### src/rtl/uart_mem_loader_if.sv
// UART byte streams and word-memory ports seen by the UART memory loader.
// The master side drives the memory and UART TX request signals.
interface uart_mem_loader_if #(
    parameter int BYTE_ADDR_WIDTH = 6
);
    localparam int WA = BYTE_ADDR_WIDTH - 2;

    logic [7:0]    rx_data;
    logic          rx_valid;
    logic [7:0]    tx_data;
    logic          tx_start;
    logic          tx_busy;
    logic          mem_wr_en;
    logic [WA-1:0] mem_wr_addr;
    logic [3:0]    mem_byte_en;
    logic [31:0]   mem_wr_data;
    logic          mem_rd_en;
    logic [WA-1:0] mem_rd_addr;
    logic [31:0]   mem_rd_data;

    modport master (
        input  rx_data, rx_valid, tx_busy, mem_rd_data,
        output tx_data, tx_start,
        output mem_wr_en, mem_wr_addr, mem_byte_en, mem_wr_data,
        output mem_rd_en, mem_rd_addr
    );

    modport slave (
        output rx_data, rx_valid, tx_busy, mem_rd_data,
        input  tx_data, tx_start,
        input  mem_wr_en, mem_wr_addr, mem_byte_en, mem_wr_data,
        input  mem_rd_en, mem_rd_addr
    );
endinterface

### src/rtl/uart_mem_loader.sv
// UART-driven memory loader: writes words from a W frame into memory,
// or dumps words over UART TX for an R frame. Holds the CPU while busy.
module uart_mem_loader #(
    parameter int BYTE_ADDR_WIDTH = 6
) (
    input  logic                 clk,
    input  logic                 rst,
    uart_mem_loader_if.master    bus,
    output logic                 busy,
    output logic                 cpu_hold
);
    localparam int WA = BYTE_ADDR_WIDTH - 2;
    localparam logic [7:0] CMD_W = 8'h57;
    localparam logic [7:0] CMD_R = 8'h52;

    typedef enum logic [3:0] {
        IDLE, ADDR_L, ADDR_H, CNT_L, CNT_H,
        WR_DATA, RD_REQ, RD_WAIT, RD_SEND, TX_GAP
    } state_t;

    state_t        state, state_n;
    logic [15:0]   addr, addr_n;
    logic [15:0]   cnt, cnt_n;
    logic [1:0]    idx, idx_n;
    logic [31:0]   data, data_n;
    logic          is_wr, is_wr_n;
    logic [7:0]    tx_data_q, tx_data_n;
    logic          tx_start_q, tx_start_n;
    logic          wr_en_q, wr_en_n;
    logic [WA-1:0] wr_addr_q, wr_addr_n;
    logic [3:0]    be_q, be_n;
    logic [31:0]   wr_data_q, wr_data_n;
    logic          rd_en_q, rd_en_n;
    logic [WA-1:0] rd_addr_q, rd_addr_n;

    always_comb begin
        state_n    = state;
        addr_n     = addr;
        cnt_n      = cnt;
        idx_n      = idx;
        data_n     = data;
        is_wr_n    = is_wr;
        tx_data_n  = tx_data_q;
        tx_start_n = 1'b0;
        wr_en_n    = 1'b0;
        wr_addr_n  = wr_addr_q;
        wr_data_n  = wr_data_q;
        unique case (state)
            IDLE: if (bus.rx_valid &&
                      (bus.rx_data == CMD_W || bus.rx_data == CMD_R)) begin
                is_wr_n = (bus.rx_data == CMD_W);
                state_n = ADDR_L;
            end
            ADDR_L: if (bus.rx_valid) begin
                addr_n[7:0] = bus.rx_data;
                state_n     = ADDR_H;
            end
            ADDR_H: if (bus.rx_valid) begin
                addr_n[15:8] = bus.rx_data;
                state_n      = CNT_L;
            end
            CNT_L: if (bus.rx_valid) begin
                cnt_n[7:0] = bus.rx_data;
                state_n    = CNT_H;
            end
            CNT_H: if (bus.rx_valid) begin
                cnt_n[15:8] = bus.rx_data;
                idx_n       = 2'd0;
                if (cnt_n == 16'd0)
                    state_n = IDLE;
                else
                    state_n = is_wr ? WR_DATA : RD_REQ;
            end
            WR_DATA: if (bus.rx_valid) begin
                data_n[{idx, 3'b000} +: 8] = bus.rx_data;
                idx_n = idx + 2'd1;
                // Fourth lane completes the word: write it and step on
                if (idx == 2'd3) begin
                    wr_en_n   = 1'b1;
                    wr_addr_n = addr[WA-1:0];
                    wr_data_n = data_n;
                    addr_n    = addr + 16'd1;
                    cnt_n     = cnt - 16'd1;
                    if (cnt == 16'd1)
                        state_n = IDLE;
                end
            end
            RD_REQ: state_n = RD_WAIT;
            RD_WAIT: begin
                data_n  = bus.mem_rd_data;
                idx_n   = 2'd0;
                state_n = RD_SEND;
            end
            RD_SEND: if (!bus.tx_busy) begin
                tx_start_n = 1'b1;
                tx_data_n  = data[{idx, 3'b000} +: 8];
                state_n    = TX_GAP;
            end
            TX_GAP: begin
                // TX raises busy only after this cycle, so skip sampling it
                if (idx != 2'd3) begin
                    idx_n   = idx + 2'd1;
                    state_n = RD_SEND;
                end else begin
                    addr_n  = addr + 16'd1;
                    cnt_n   = cnt - 16'd1;
                    state_n = (cnt == 16'd1) ? IDLE : RD_REQ;
                end
            end
            default: state_n = IDLE;
        endcase
        rd_en_n   = (state_n == RD_REQ);
        rd_addr_n = rd_en_n ? addr_n[WA-1:0] : rd_addr_q;
        be_n      = wr_en_n ? 4'hF : 4'h0;
    end

    always_ff @(posedge clk) begin
        if (rst) begin
            state      <= IDLE;
            addr       <= '0;
            cnt        <= '0;
            idx        <= '0;
            data       <= '0;
            is_wr      <= 1'b0;
            tx_data_q  <= '0;
            tx_start_q <= 1'b0;
            wr_en_q    <= 1'b0;
            wr_addr_q  <= '0;
            be_q       <= '0;
            wr_data_q  <= '0;
            rd_en_q    <= 1'b0;
            rd_addr_q  <= '0;
            busy       <= 1'b0;
            cpu_hold   <= 1'b0;
        end else begin
            state      <= state_n;
            addr       <= addr_n;
            cnt        <= cnt_n;
            idx        <= idx_n;
            data       <= data_n;
            is_wr      <= is_wr_n;
            tx_data_q  <= tx_data_n;
            tx_start_q <= tx_start_n;
            wr_en_q    <= wr_en_n;
            wr_addr_q  <= wr_addr_n;
            be_q       <= be_n;
            wr_data_q  <= wr_data_n;
            rd_en_q    <= rd_en_n;
            rd_addr_q  <= rd_addr_n;
            busy       <= (state_n != IDLE);
            cpu_hold   <= (state_n != IDLE);
        end
    end

    assign bus.tx_data     = tx_data_q;
    assign bus.tx_start    = tx_start_q;
    assign bus.mem_wr_en   = wr_en_q;
    assign bus.mem_wr_addr = wr_addr_q;
    assign bus.mem_byte_en = be_q;
    assign bus.mem_wr_data = wr_data_q;
    assign bus.mem_rd_en   = rd_en_q;
    assign bus.mem_rd_addr = rd_addr_q;
endmodule

### src/flat_wrapper.sv
// flat-port wrapper written by rule: the top's interface ports become plain ports
module uart_mem_loader_flat 
#(
    parameter int BYTE_ADDR_WIDTH = 6
)
  (clk, rst, busy, cpu_hold, bus_rx_data, bus_rx_valid, bus_tx_busy, bus_mem_rd_data, bus_tx_data, bus_tx_start, bus_mem_wr_en, bus_mem_wr_addr, bus_mem_byte_en, bus_mem_wr_data, bus_mem_rd_en, bus_mem_rd_addr);
  uart_mem_loader_if #(.BYTE_ADDR_WIDTH(BYTE_ADDR_WIDTH)) bus_i ();
  input  logic clk;
  input  logic rst;
  output logic busy;
  output logic cpu_hold;
  input wire logic [$bits(bus_i.rx_data)-1:0] bus_rx_data;
  input wire logic [$bits(bus_i.rx_valid)-1:0] bus_rx_valid;
  input wire logic [$bits(bus_i.tx_busy)-1:0] bus_tx_busy;
  input wire logic [$bits(bus_i.mem_rd_data)-1:0] bus_mem_rd_data;
  output wire logic [$bits(bus_i.tx_data)-1:0] bus_tx_data;
  output wire logic [$bits(bus_i.tx_start)-1:0] bus_tx_start;
  output wire logic [$bits(bus_i.mem_wr_en)-1:0] bus_mem_wr_en;
  output wire logic [$bits(bus_i.mem_wr_addr)-1:0] bus_mem_wr_addr;
  output wire logic [$bits(bus_i.mem_byte_en)-1:0] bus_mem_byte_en;
  output wire logic [$bits(bus_i.mem_wr_data)-1:0] bus_mem_wr_data;
  output wire logic [$bits(bus_i.mem_rd_en)-1:0] bus_mem_rd_en;
  output wire logic [$bits(bus_i.mem_rd_addr)-1:0] bus_mem_rd_addr;
  assign bus_i.rx_data = bus_rx_data;
  assign bus_i.rx_valid = bus_rx_valid;
  assign bus_i.tx_busy = bus_tx_busy;
  assign bus_i.mem_rd_data = bus_mem_rd_data;
  assign bus_tx_data = bus_i.tx_data;
  assign bus_tx_start = bus_i.tx_start;
  assign bus_mem_wr_en = bus_i.mem_wr_en;
  assign bus_mem_wr_addr = bus_i.mem_wr_addr;
  assign bus_mem_byte_en = bus_i.mem_byte_en;
  assign bus_mem_wr_data = bus_i.mem_wr_data;
  assign bus_mem_rd_en = bus_i.mem_rd_en;
  assign bus_mem_rd_addr = bus_i.mem_rd_addr;
  uart_mem_loader #(.BYTE_ADDR_WIDTH(BYTE_ADDR_WIDTH)) u_core (.clk(clk), .rst(rst), .bus(bus_i), .busy(busy), .cpu_hold(cpu_hold));
endmodule
### config.mk
export PLATFORM = sky130hd
export DESIGN_NAME = uart_mem_loader_flat
export DESIGN_NICKNAME = d
export VERILOG_FILES = /design/src/rtl/uart_mem_loader_if.sv /design/src/rtl/uart_mem_loader.sv /design/src/flat_wrapper.sv
export SDC_FILE = /design/constraint.sdc
export NUM_CORES = 1
export LEC_CHECK = 0
export CELL_PAD_IN_SITES_DETAIL_PLACEMENT = 1
export CELL_PAD_IN_SITES_GLOBAL_PLACEMENT = 1
export CORE_AREA = 2 2 162 148
export CTS_BUF_LIST = sky130_fd_sc_hd__clkbuf_4 sky130_fd_sc_hd__clkbuf_8
export DETAILED_ROUTE_END_ITERATION = 10
export DIE_AREA = 0 0 164 150
export GPL_ROUTABILITY_DRIVEN = 0
export HOLD_SLACK_MARGIN = 0.08
export PLACE_DENSITY_LB_ADDON = 0.08
export SYNTH_ARGS = -nofsm -noshare
export SYNTH_HDL_FRONTEND = slang
export SYNTH_SLANG_ARGS = --single-unit
export TNS_END_PERCENT = 1
### constraint.sdc
create_clock -name clk -period 3.3 [get_ports clk]
set_input_delay 0.825 -clock clk [delete_from_list [all_inputs] [get_ports clk]]
set_output_delay 0.825 -clock clk [all_outputs]
set_load 0.05 [all_outputs]
* Word-level counts from Yosys, hierarchy flattened
Cells that the tools add are included.
Word-level totals: flip-flop bits (word level) 127
Cells by class: add/sub/neg operators 4, equal/unequal tests 23, shift operators 3, muxes and demuxes 38, bitwise operators 2, reduce and logical (&&, ||, !) cells 21
Operators with widths (number):
- 16-bit two-way mux | 6
- 8-bit one-hot mux with 3 select lines | 4
- 32-bit one-hot mux with 2 select lines | 1
- 4-bit two-way mux | 12
- 4-bit one-hot mux with 10 select lines | 1
- 32-bit bitwise mux | 1
- 32-bit two-way mux | 1
- 8-bit by 7-bit variable shift with 32-bit output (first input constant) | 1
- 32-bit by 6-bit variable part select with 8-bit output | 1
- 8-bit by 7-bit variable part select with 32-bit output | 1
- 4-bit by 3-bit equality test with 1-bit output (second input constant) | 5
- 5-bit AND reduction | 4
- 16-bit by 1-bit adder with 16-bit output (second input constant) | 1
- 16-bit by 1-bit equality test with 1-bit output (second input constant) | 1
- 8-bit by 7-bit equality test with 1-bit output (second input constant) | 2
- 16-bit zero test | 1
- 8-bit two-way mux | 2
- 16-bit by 1-bit subtractor with 16-bit output (second input constant) | 1
- 2-bit inequality test (second input constant) | 7
- 3-bit nonzero test | 4
- 4-bit by 2-bit equality test with 1-bit output (second input constant) | 2
- 4-bit equality test (second input constant) | 2
- 2-bit two-way mux | 4
- 2-bit one-hot mux with 4 select lines | 1
- other kinds (17) | 25

* Logic depth before layout (Yosys ltp)
Gate-level depths: netlist (run 1).
depth after elaboration 6, depth in mapped cells 9

* Worst setup path after synthesis (run 1)
OpenSTA, ideal clock, no wires.
path kind input-to-reg, from input port bus_rx_data[3], to register u_core.rd_addr_q[0], in the netlist u_core.bus.mem_rd_addr[0], setup time 0.121 ns, arrival 2.629 ns, slack 0.550 ns, stages 6, buffers on the path 1, cells stage by stage clkbuf_1 -> or3_1 -> nor4_1 -> o41ai_1 -> nand4_4 -> mux2_4
Between the ends: word-level cells in the longest chain between the ends 6
RTL lines:
- from (decl) | line flat_wrapper.sv:12 | input wire logic [$bits(bus_i.rx_data)-1:0] bus_rx_data;
- 8-bit by 7-bit equality test with 1-bit output | line uart_mem_loader.sv:50 | (bus.rx_data == CMD_W || bus.rx_data == CMD_R)) begin
- 1-bit logical OR | line uart_mem_loader.sv:50
- 1-bit logical AND | line uart_mem_loader.sv:49 | IDLE: if (bus.rx_valid &&
- 4-bit two-way mux | line uart_mem_loader.sv:49
- 4-bit one-hot mux with 10 select lines * | line uart_mem_loader.sv:48 | unique case (state)
- 4-bit by 3-bit equality test with 1-bit output * | line uart_mem_loader.sv:112 | rd_en_n = (state_n == RD_REQ);
- to (signal assigned) | line uart_mem_loader.sv:149 | rd_addr_q <= rd_addr_n;
- to (decl) | line uart_mem_loader.sv:34 | logic [WA-1:0] rd_addr_q, rd_addr_n;
Mark *: on every way between the ends. The rest lies on a longest branch, timed or not. A chain may end at the register's enable or synchronous reset.

* Worst setup path in the final report (run 1)
from input port bus_rx_valid, to register u_core.rd_addr_q[0], in the netlist u_core.bus.mem_rd_addr[0]
Between the ends: word-level cells in the longest chain between the ends 4
RTL lines:
- from (decl) | line flat_wrapper.sv:13 | input wire logic [$bits(bus_i.rx_valid)-1:0] bus_rx_valid;
- 1-bit logical AND | line uart_mem_loader.sv:49
- 4-bit two-way mux | line uart_mem_loader.sv:49
- 4-bit one-hot mux with 10 select lines | line uart_mem_loader.sv:48
- 4-bit by 3-bit equality test with 1-bit output | line uart_mem_loader.sv:112
Parallel ways exist; a longest one is shown, timed or not. The select of a mux whose other input is x is not followed.

==> impl_metrics.ini, run 1 <==
[drt]
dr.pass1.iters = 5
num_vias = 5636
viasPerCell = 5.16
drc = 0
drt_iter0_markers = 330
final_antenna_net_count = 0
wl_per_cell_um = 19.9
wirelength_um = 21800

[global_routing]
overflow = 0
grt_max_degree = 59
grt_pass1_wl_um = 34000
first_global_vias = 5685
grtUsageTotal_pct = 18.1
antenna_found_initial = 0

[critical_path]
crit_arrival_ns = 3.16
worst_path_max_delay_cell = clkdlybuf4s50_1
endpoint_kind = register
reg2reg_from = u_core.idx[0]
critPathLaunch = bus_rx_valid
cp.buffers_inverters = 1
cp_cell_sequence = clkdlybuf4s50_1, nor2b_1, nand3_1, nand3_1, a211oi_1, nand4_4, mux2_4
critPathRequiredTime_ns = 3.60
worstReg2RegEnd = u_core.bus.mem_wr_data[7]
cp-endpoint = u_core.bus.mem_rd_addr[0]
max_stage_delay_ns = 0.62
critPathMaxFanout = 10
cpLargestDelayFamily = simple AND/OR/NAND/NOR gates
cp.depth = 7
cpMostUsedCell = nand3_1
r2r_cells = 6
crit_type = primary input to register
crit_path_start_kind = primary input
r2r_slack_ns = 0.59

[clocking]
cts_tree = done
clock_path_buffers = 2
cts_sinks = 111
path_clk_slew_ns = 0.12
h-tree-depth = 3
cts_hold_buf = 0
ctsRootBufferMaster = clkbuf_8
cts_setup_buffers = 0
clock_latency_ns = 0.40
cts_resized = 0
numCtsBuffers = 9

[run]
maxCapViolations = 0

[pwr]
max-vdd-ir-drop_mv = 0.162
switching_power_mw = 0.633
powerDensity_mw_per_mm2 = 321
p_int_mw = 1.70
leakage_nw = 2.38
pwr-share-comb_pct = 6.4
seq_power_share_pct = 57.5
netSwitchingFraction_pct = 27.1
clockPowerShare_pct = 36.1

[finish]
mostFrequentLayoutCells = nor2_1, dfxtp_1, clkdlybuf4s50_1
area_growth_pct = 28.7
drive_above_1_share_pct = 10.1
fin_area_mm2 = 0.00727
num-nets-final = 839
fin_cells = 1093
final_util_pct = 31.6
diodes = 0
layout_commonest_cell = nor2_1

[sta]
fmax_mhz = 350
relSlewSlack_pct = 20.3
setup_ws_ns = 0.447
setup_viol = 0
rsz0062_at_grt = no
fin_worst_skew_ns = 0.0107
fin_setup_tns_ns = 0
drv_slew = 0
min_period_ns = 2.85
min_period_over_period_pct = 86.5
hold_violations = 0
worstMarginPinSlew_ns = 1.19

[die]
num_rows = 53
start_util_pct = 24.5
ios = 101
die_w_um = 164
fp.dieH_um = 150
die_area_mm2 = 0.0246
core_area_mm2 = 0.0230

[place]
dp_hpwl_um = 15700
place_inst = 1077
numPortBuffers = 100
detailedPlace.worstSlack_ns = 0.0535
placed_area_mm2 = 0.00708

[yosys]
avgSynthCellArea_um2 = 8.05
yosysWarnings = 0
synth.ff_latch_count = 111
netlist_area_mm2 = 0.00564
yosys.cell_types.count = 60
syn_inst = 701
synth_edf_count = 0
seq_area_frac_synth_pct = 39.4
async_reset_ff_share_pct = 0
synth_ff_type = dfxtp_1
syn-num-nets = 754

[hold_path]
hold_path_class = register to register

[run_status]
status = complete, no violations
==> final cells by class <==
| cell class | count | area, µm² |
|---|---|---|
| clock inverters | 7 | 66.3 |
| well taps | 302 | 378 |
| fillers | 2706 | 15700 |
| multi-input cells | 519 | 3160 |
| inverters | 12 | 45.0 |
| flip-flops and latches | 111 | 2220 |
| clock buffers | 9 | 124 |
| repair buffers | 133 | 1270 |
==> state kept, by name, indices dropped and copies added (netlist names) <==
register / count
u_core.bus.tx_data: 8
u_core.bus.mem_byte_en: 1
u_core.bus.mem_wr_addr: 4
u_core.addr: 4
u_core.busy: 1
u_core.idx: 2
u_core.bus.mem_rd_en: 1
u_core.cnt: 16
u_core.data: 32
u_core.bus.mem_wr_data: 32
u_core.state: 4
u_core.bus.mem_rd_addr: 4
u_core.is_wr: 1
u_core.bus.tx_start: 1
==> Yosys cell counts, drive strengths merged (3+ instances only) <==
cell / number / area share (%)
nand4: 4 / 0.71
nor2: 124 / 8.2
a221oi: 32 / 5.0
buf: 6 / 0.73
ha: 9 / 2.0
a211oi: 33 / 4.4
nor2b: 31 / 3.4
dfxtp: 111 / 39
o41ai: 4 / 0.62
nand2b: 7 / 0.78
a21oi: 65 / 5.8
clkbuf: 53 / 3.5
a22oi: 12 / 1.6
nand3b: 5 / 0.67
nand2: 66 / 4.4
a32oi: 6 / 0.93
mux4: 8 / 3.2
nor4: 7 / 0.89
nand3: 19 / 1.7
inv: 12 / 0.80
or3: 5 / 0.58
a21o: 3 / 0.40
nor3: 11 / 0.98
o21ai: 23 / 2.0
or2: 4 / 0.49
or4: 3 / 0.49
o31ai: 5 / 0.67
o21a: 3 / 0.40
==> how the worst min path moves through the flow <==
stage	from	end	slack (ns)	depth (start not counted)
after CTS	u_core.bus.mem_wr_addr[0]	u_core.bus.mem_wr_addr[0]	0.47	2
final	u_core.bus.mem_wr_addr[1]	u_core.bus.mem_wr_addr[1]	0.47	2
after global placement	u_core.bus.mem_wr_addr[1]	u_core.bus.mem_wr_addr[1]	0.45	2
after floorplan	u_core.addr[3]	u_core.bus.mem_wr_addr[3]	0.46	2
after detailed placement	u_core.bus.mem_wr_addr[0]	u_core.bus.mem_wr_addr[0]	0.45	2
after global routing	u_core.bus.mem_wr_addr[1]	u_core.bus.mem_wr_addr[1]	0.50	2
==> per-layer routing <==
metal | vias to the layer above | track usage (%) | part of all wire, %
met3 | 9 | 3.38 | 4.7
met1 | 2793 | 26.2 | 51
met5 | - | 0 | 0
li1 | 2700 | - | -
met4 | 0 | 3.64 | 0.75
met2 | 134 | 28.1 | 44
==> per-stage QoR <==
step	hold slack, ns	power [mW]
2_1_floorplan	0.460	1.42
3_3_place_gp	0.447	1.52
3_5_place_dp	0.454	1.52
4_1_cts	0.471	2.39
5_1_grt	0.496	2.43
6_report	0.466	2.33
==> worst reg2reg max path, delay by kind of cell, from the launching register on <==
kind,cells,cell delay [ns]
AOI/OAI and AO/OA,2,0.60
adders and majority gates,1,0.47
buffers and inverters,1,0.17
DFF,1,0.37
and+or+nand+nor,2,1.01
==> power by group through the flow <==
stage / sequential (mW) / combinational (mW) / clock [mW]
global route: 1.34 / 0.159 / 0.928
floorplan: 1.37 / 0.0482 / 0
CTS: 1.34 / 0.151 / 0.895
global placement: 1.37 / 0.151 / 0
finish: 1.34 / 0.150 / 0.842
detailed placement: 1.37 / 0.150 / 0
==> cells by family (layout without fill, tap and decap cells) <==
logic type	after synthesis	count (layout)	share of synthesized area, %
AOI/OAI and AO/OA	200	200	24.1
xor gates and xnor gates	2	2	0.310
buffers and inverters	71	161	5.08
DFF	111	111	39.4
and+or+nand+nor	296	296	25.0
adders and majority gates	9	9	2.00
muxes	12	12	4.08
Power figures use the tool's default switching activity.
==> run 2, diff against run 1 <==
Clock period 3.3 ns to 2.8 ns, I/O delays scaled along.
==> run 2 against run 1 <==
  * Routed wire length up 1.8%
  * Clock-buffer cell count rose by 1
  * Sequential cell count unchanged
  * Largest cell class unchanged
==> impl_metrics.ini, run 2 (synthesized netlist as in run 1, its figures left out) <==
[sta]
setup_ws_ns = 0.157
min_period_over_period_pct = 94.4
relSlewSlack_pct = 23.0
min_period_ns = 2.64
fmax_mhz = 378
fin_setup_tns_ns = 0
fin_worst_skew_ns = 0.0222
timing.hold.ws_ns = 0.466
rsz0062_at_grt = no
hold_violations = 0
drv_slew = 0
worstMarginPinSlew_ns = 1.15
setup_viol = 0

[die]
num_rows = 53
die_area_mm2 = 0.0246
ios = 101
fp.dieH_um = 150
start_util_pct = 24.5
die_w_um = 164
core_area_mm2 = 0.0230

[finish]
drive_above_1_share_pct = 12.2
num-nets-final = 857
area_growth_pct = 32.1
mostFrequentLayoutCells = nor2_1, dfxtp_1, clkdlybuf4s50_1
final_util_pct = 32.4
diodes = 0
layout_commonest_cell = nor2_1

[place]
dp_hpwl_um = 16300
numPortBuffers = 100
detailedPlace.worstSlack_ns = -0.218

[clocking]
h-tree-depth = 3
ctsRootBufferMaster = clkbuf_8
cts_tree = done
cts_sinks = 111
clock_latency_ns = 0.40
path_clk_slew_ns = 0.12
numCtsBuffers = 9
clock_path_buffers = 2
cts_setup_buffers = 0

[critical_path]
endpoint_kind = register
cpMostUsedCell = buf_4
max_stage_delay_ns = 0.58
cp_cell_sequence = or4_4, or4b_4, o21ai_0, o41ai_1, buf_4, buf_4, nor2_1, a31oi_1
worst_path_max_delay_cell = or4_4
critPathMaxFanout = 7
cp.buffers_inverters = 2
cpLargestDelayFamily = simple AND/OR/NAND/NOR gates
crit_arrival_ns = 2.92
critPathRequiredTime_ns = 3.07
crit_type = register to register
crit_path_start_kind = register

[global_routing]
grt_max_degree = 65
grt_pass1_wl_um = 34600
grt_util_met3_pct = 4.19
use_met2_pct = 28.4
first_global_vias = 5765
antenna_found_initial = 0
overflow = 0
grtUsageTotal_pct = 18.5
grt_busiest_layer = met2
met1_usage_pct = 26.7

[drt]
final_antenna_net_count = 0
drc = 0
wl_per_cell_um = 20.0
dr.pass1.iters = 4
wirelength_um = 22200
viasPerCell = 5.11
num_vias = 5681
drt_iter0_markers = 385

[pwr]
powerDensity_mw_per_mm2 = 369
max-vdd-ir-drop_mv = 0.223
leakage_nw = 2.49
power_mw = 2.75

[run_status]
status = complete, no violations

[run]
maxCapViolations = 0

[hold_path]
hold_path_class = register to register
## run 2: cell types whose count changed in the layout (fill, tap and decap cells not counted), sizes merged
cell,change
inv,-2
clkinv,+1
buf,+18
clkbuf,+1
## run 2: timing repair
action / in CTS / in global routing
gates resized for setup: 0 / 1
endpoints found under the setup margin: 0 / 1
hold buffers: 0 / 0
## run 2: per-stage QoR
stage | cell area [µm²] | cells
floorplan | 5640 | 701
global placement | 7260 | 1095
detailed placement | 7260 | 1095
CTS | 7450 | 1111
global route | 7450 | 1111
finish | 7450 | 1111
## run 2: worst paths after layout
check	start	endpoint	slack, ns	cells after the start
worst min-delay path	u_core.bus.mem_wr_addr[0]	u_core.bus.mem_wr_addr[0]	0.47	2
worst max register to register	u_core.cnt[10]	u_core.busy	0.16	8
worst max-delay path	u_core.cnt[10]	u_core.busy	0.16	8
worst min register to register	u_core.bus.mem_wr_addr[0]	u_core.bus.mem_wr_addr[0]	0.47	2
## run 2: report_power, final
| part | switching (mW) | internal [mW] | total [mW] |
|---|---|---|---|
| combinational | 0.0983 | 0.0834 | 0.182 |
| clock | 0.626 | 0.362 | 0.987 |
| sequential | 0.000731 | 1.58 | 1.58 |
| total | 0.725 | 2.02 | 2.75 |
## run 2: area by class of cell
type | instances | area (µm²)
clock buffer | 10 | 138
tap | 302 | 378
clock inverter | 6 | 55.1
fill | 2699 | 15600
inverter | 12 | 45.0
timing repair buffer | 151 | 1460
multi-input combinational | 519 | 3160
sequential | 111 | 2220
## run 2: tightest hold or removal path: stages (launching register included)
cell	delay [ns]
dfxtp_1	0.33
nand2_1	0.05
a21oi_1	0.05
## run 2: layer usage
| metal | up-vias | routed length [µm] |
|---|---|---|
| met5 | - | 0 |
| met4 | 0 | 169 |
| met3 | 11 | 1270 |
| met2 | 137 | 9870 |
| met1 | 2809 | 10900 |
| li1 | 2724 | - |
==> run 3, diff against run 2 <==
--- a/config.mk
+++ b/config.mk
@@ -15,4 +15,5 @@
 export HOLD_SLACK_MARGIN = 0.08
 export PLACE_DENSITY_LB_ADDON = 0.08
+export SKIP_CTS_REPAIR_TIMING = 1
 export SYNTH_ARGS = -nofsm -noshare
 export SYNTH_HDL_FRONTEND = slang
==> constraint.sdc (replaced) <==
create_clock -name clk -period 2.8 [get_ports clk]
set_input_delay 0.7 -clock clk [delete_from_list [all_inputs] [get_ports clk]]
set_output_delay 0.7 -clock clk [all_outputs]
set_load 0.1 [all_outputs]
==> run 3 against run 2 <==
  * Cell count shrank 0.18%
  * Register-to-register slack better by 0.05 ns
  * Core utilization decreased by 0.63 points
  * Largest power group unchanged
==> impl_metrics.ini, run 3 (synthesized netlist as in run 1, its figures left out) <==
[hold_path]
hp-start = u_core.bus.mem_wr_addr[0]
hold_path_class = register to register

[global_routing]
grt_pass1_wl_um = 34700
antenna_found_initial = 0
overflow = 0
first_global_vias = 5821
grtUsageTotal_pct = 18.5
grt_max_degree = 65

[drt]
final_antenna_net_count = 0
num_vias = 5773
wl_per_cell_um = 20.3
dr.pass1.iters = 4
drc = 0
wirelength_um = 22500
viasPerCell = 5.21
drt_iter0_markers = 380

[sta]
setup_viol = 0
min_period_over_period_pct = 93.1
worstMarginPinSlew_ns = 1.15
hold_violations = 0
rsz0062_at_grt = no
drv_slew = 0
fin_worst_skew_ns = 0.0163
fmax_mhz = 384
relSlewSlack_pct = 22.9
fin_setup_tns_ns = 0
min_period_ns = 2.61

[place]
placed_area_mm2 = 0.00709
numPortBuffers = 100
dp_hpwl_um = 16100

[finish]
diodes = 0
multi_input_area_mm2 = 0.00315
final_util_pct = 31.8
num-nets-final = 855
seq_area_mm2 = 0.00222
layout_commonest_cell = nor2_1
area_growth_pct = 29.5
drive_above_1_share_pct = 19.0
mostFrequentLayoutCells = nor2_1, dfxtp_1, buf_4
fin_area_mm2 = 0.00731
fillers = 2709

[critical_path]
crit_type = primary input to register
cpMostUsedCell = nor2_1
crit_arrival_ns = 2.90
max_stage_delay_ns = 0.69
critPathLaunch = bus_rx_valid
critPathMaxFanout = 8
endpoint_kind = register
cp.buffers_inverters = 1
cp_cell_sequence = clkdlybuf4s50_1, nor2_1, a32oi_1, nor2_1, a211oi_1, nand4_4, mux2_4
critPathRequiredTime_ns = 3.09
cpLargestDelayFamily = compound AO/OA/AOI/OAI gates
reg2reg_from = u_core.cnt[10]
crit_path_start_kind = primary input
worst_path_max_delay_cell = clkdlybuf4s50_1

[clocking]
clock_latency_ns = 0.41
path_clk_slew_ns = 0.11
numCtsBuffers = 9
cts_tree = done
clock_path_buffers = 2
h-tree-depth = 3
cts_sinks = 111
ctsRootBufferMaster = clkbuf_8

[pwr]
powerDensity_mw_per_mm2 = 394
leakage_nw = 2.61
max-vdd-ir-drop_mv = 0.192

[die]
ios = 101
fp.dieH_um = 150
die_area_mm2 = 0.0246
core_area_mm2 = 0.0230
die_w_um = 164
start_util_pct = 24.5
num_rows = 53

[run_status]
status = complete, no violations

[run]
maxCapViolations = 0
==> run 3: cell types whose count changed in the layout (fill, tap and decap cells not counted), sizes merged <==
cell	previous run	this run
clkinvlp	1	0
buf	52	107
clkbuf	10	9
bufinv	0	1
clkinv	4	3
clkdlybuf4s50	99	42
inv	13	15
==> run 3: where the power goes <==
| part | switching, mW | internal, mW |
|---|---|---|
| logic | 0.102 | 0.0825 |
| registers | 0.000718 | 1.58 |
| clock network | 0.673 | 0.444 |
| total | 0.776 | 2.11 |
==> run 3: metal layers <==
| layer | global-route usage, % | share of wire [%] | vias up |
|---|---|---|---|
| li1 | - | - | 2727 |
| met1 | 27.6 | 51 | 2918 |
| met2 | 28.4 | 43 | 118 |
| met3 | 2.83 | 4.6 | 10 |
| met4 | 3.29 | 0.71 | 0 |
| met5 | 0 | 0 | - |
==> run 3: through the flow <==
stage	hold WS, ns	setup WS [ns]	std cells	total power, mW
5_1_grt	0.493	0.00997	1109	3.00
6_report	0.465	0.194	1109	2.88
3_3_place_gp	0.446	-0.240	1093	1.80
3_5_place_dp	0.450	-0.237	1093	1.80
2_1_floorplan	0.460	0.175	701	1.67
4_1_cts	0.468	0.107	1109	2.94
==> run 3: worst paths after layout <==
kind                               endpoint  slack, ns  depth (start not counted)
setup / recovery  u_core.bus.mem_rd_addr[0]       0.19                          7
hold / removal    u_core.bus.mem_wr_addr[0]       0.46                          2
setup reg to reg  u_core.bus.mem_rd_addr[0]       0.21                          6
hold reg to reg   u_core.bus.mem_wr_addr[0]       0.46                          2
==> run 3: area by class of cell <==
cell class	instances	area share [%]
Timing Repair Buffer	149	17.6
Multi-Input combinational cell	519	43.2
Clock inverter	7	1.37
Sequential cell	111	30.4
Tap cell	302	5.17
Clock buffer	9	1.69
Inverter	12	0.616
==> run 3: tightest hold or removal path: stages (launching register included) <==
cell     delay [ns]
dfxtp_1        0.33
nand2_1        0.05
a21oi_1        0.05
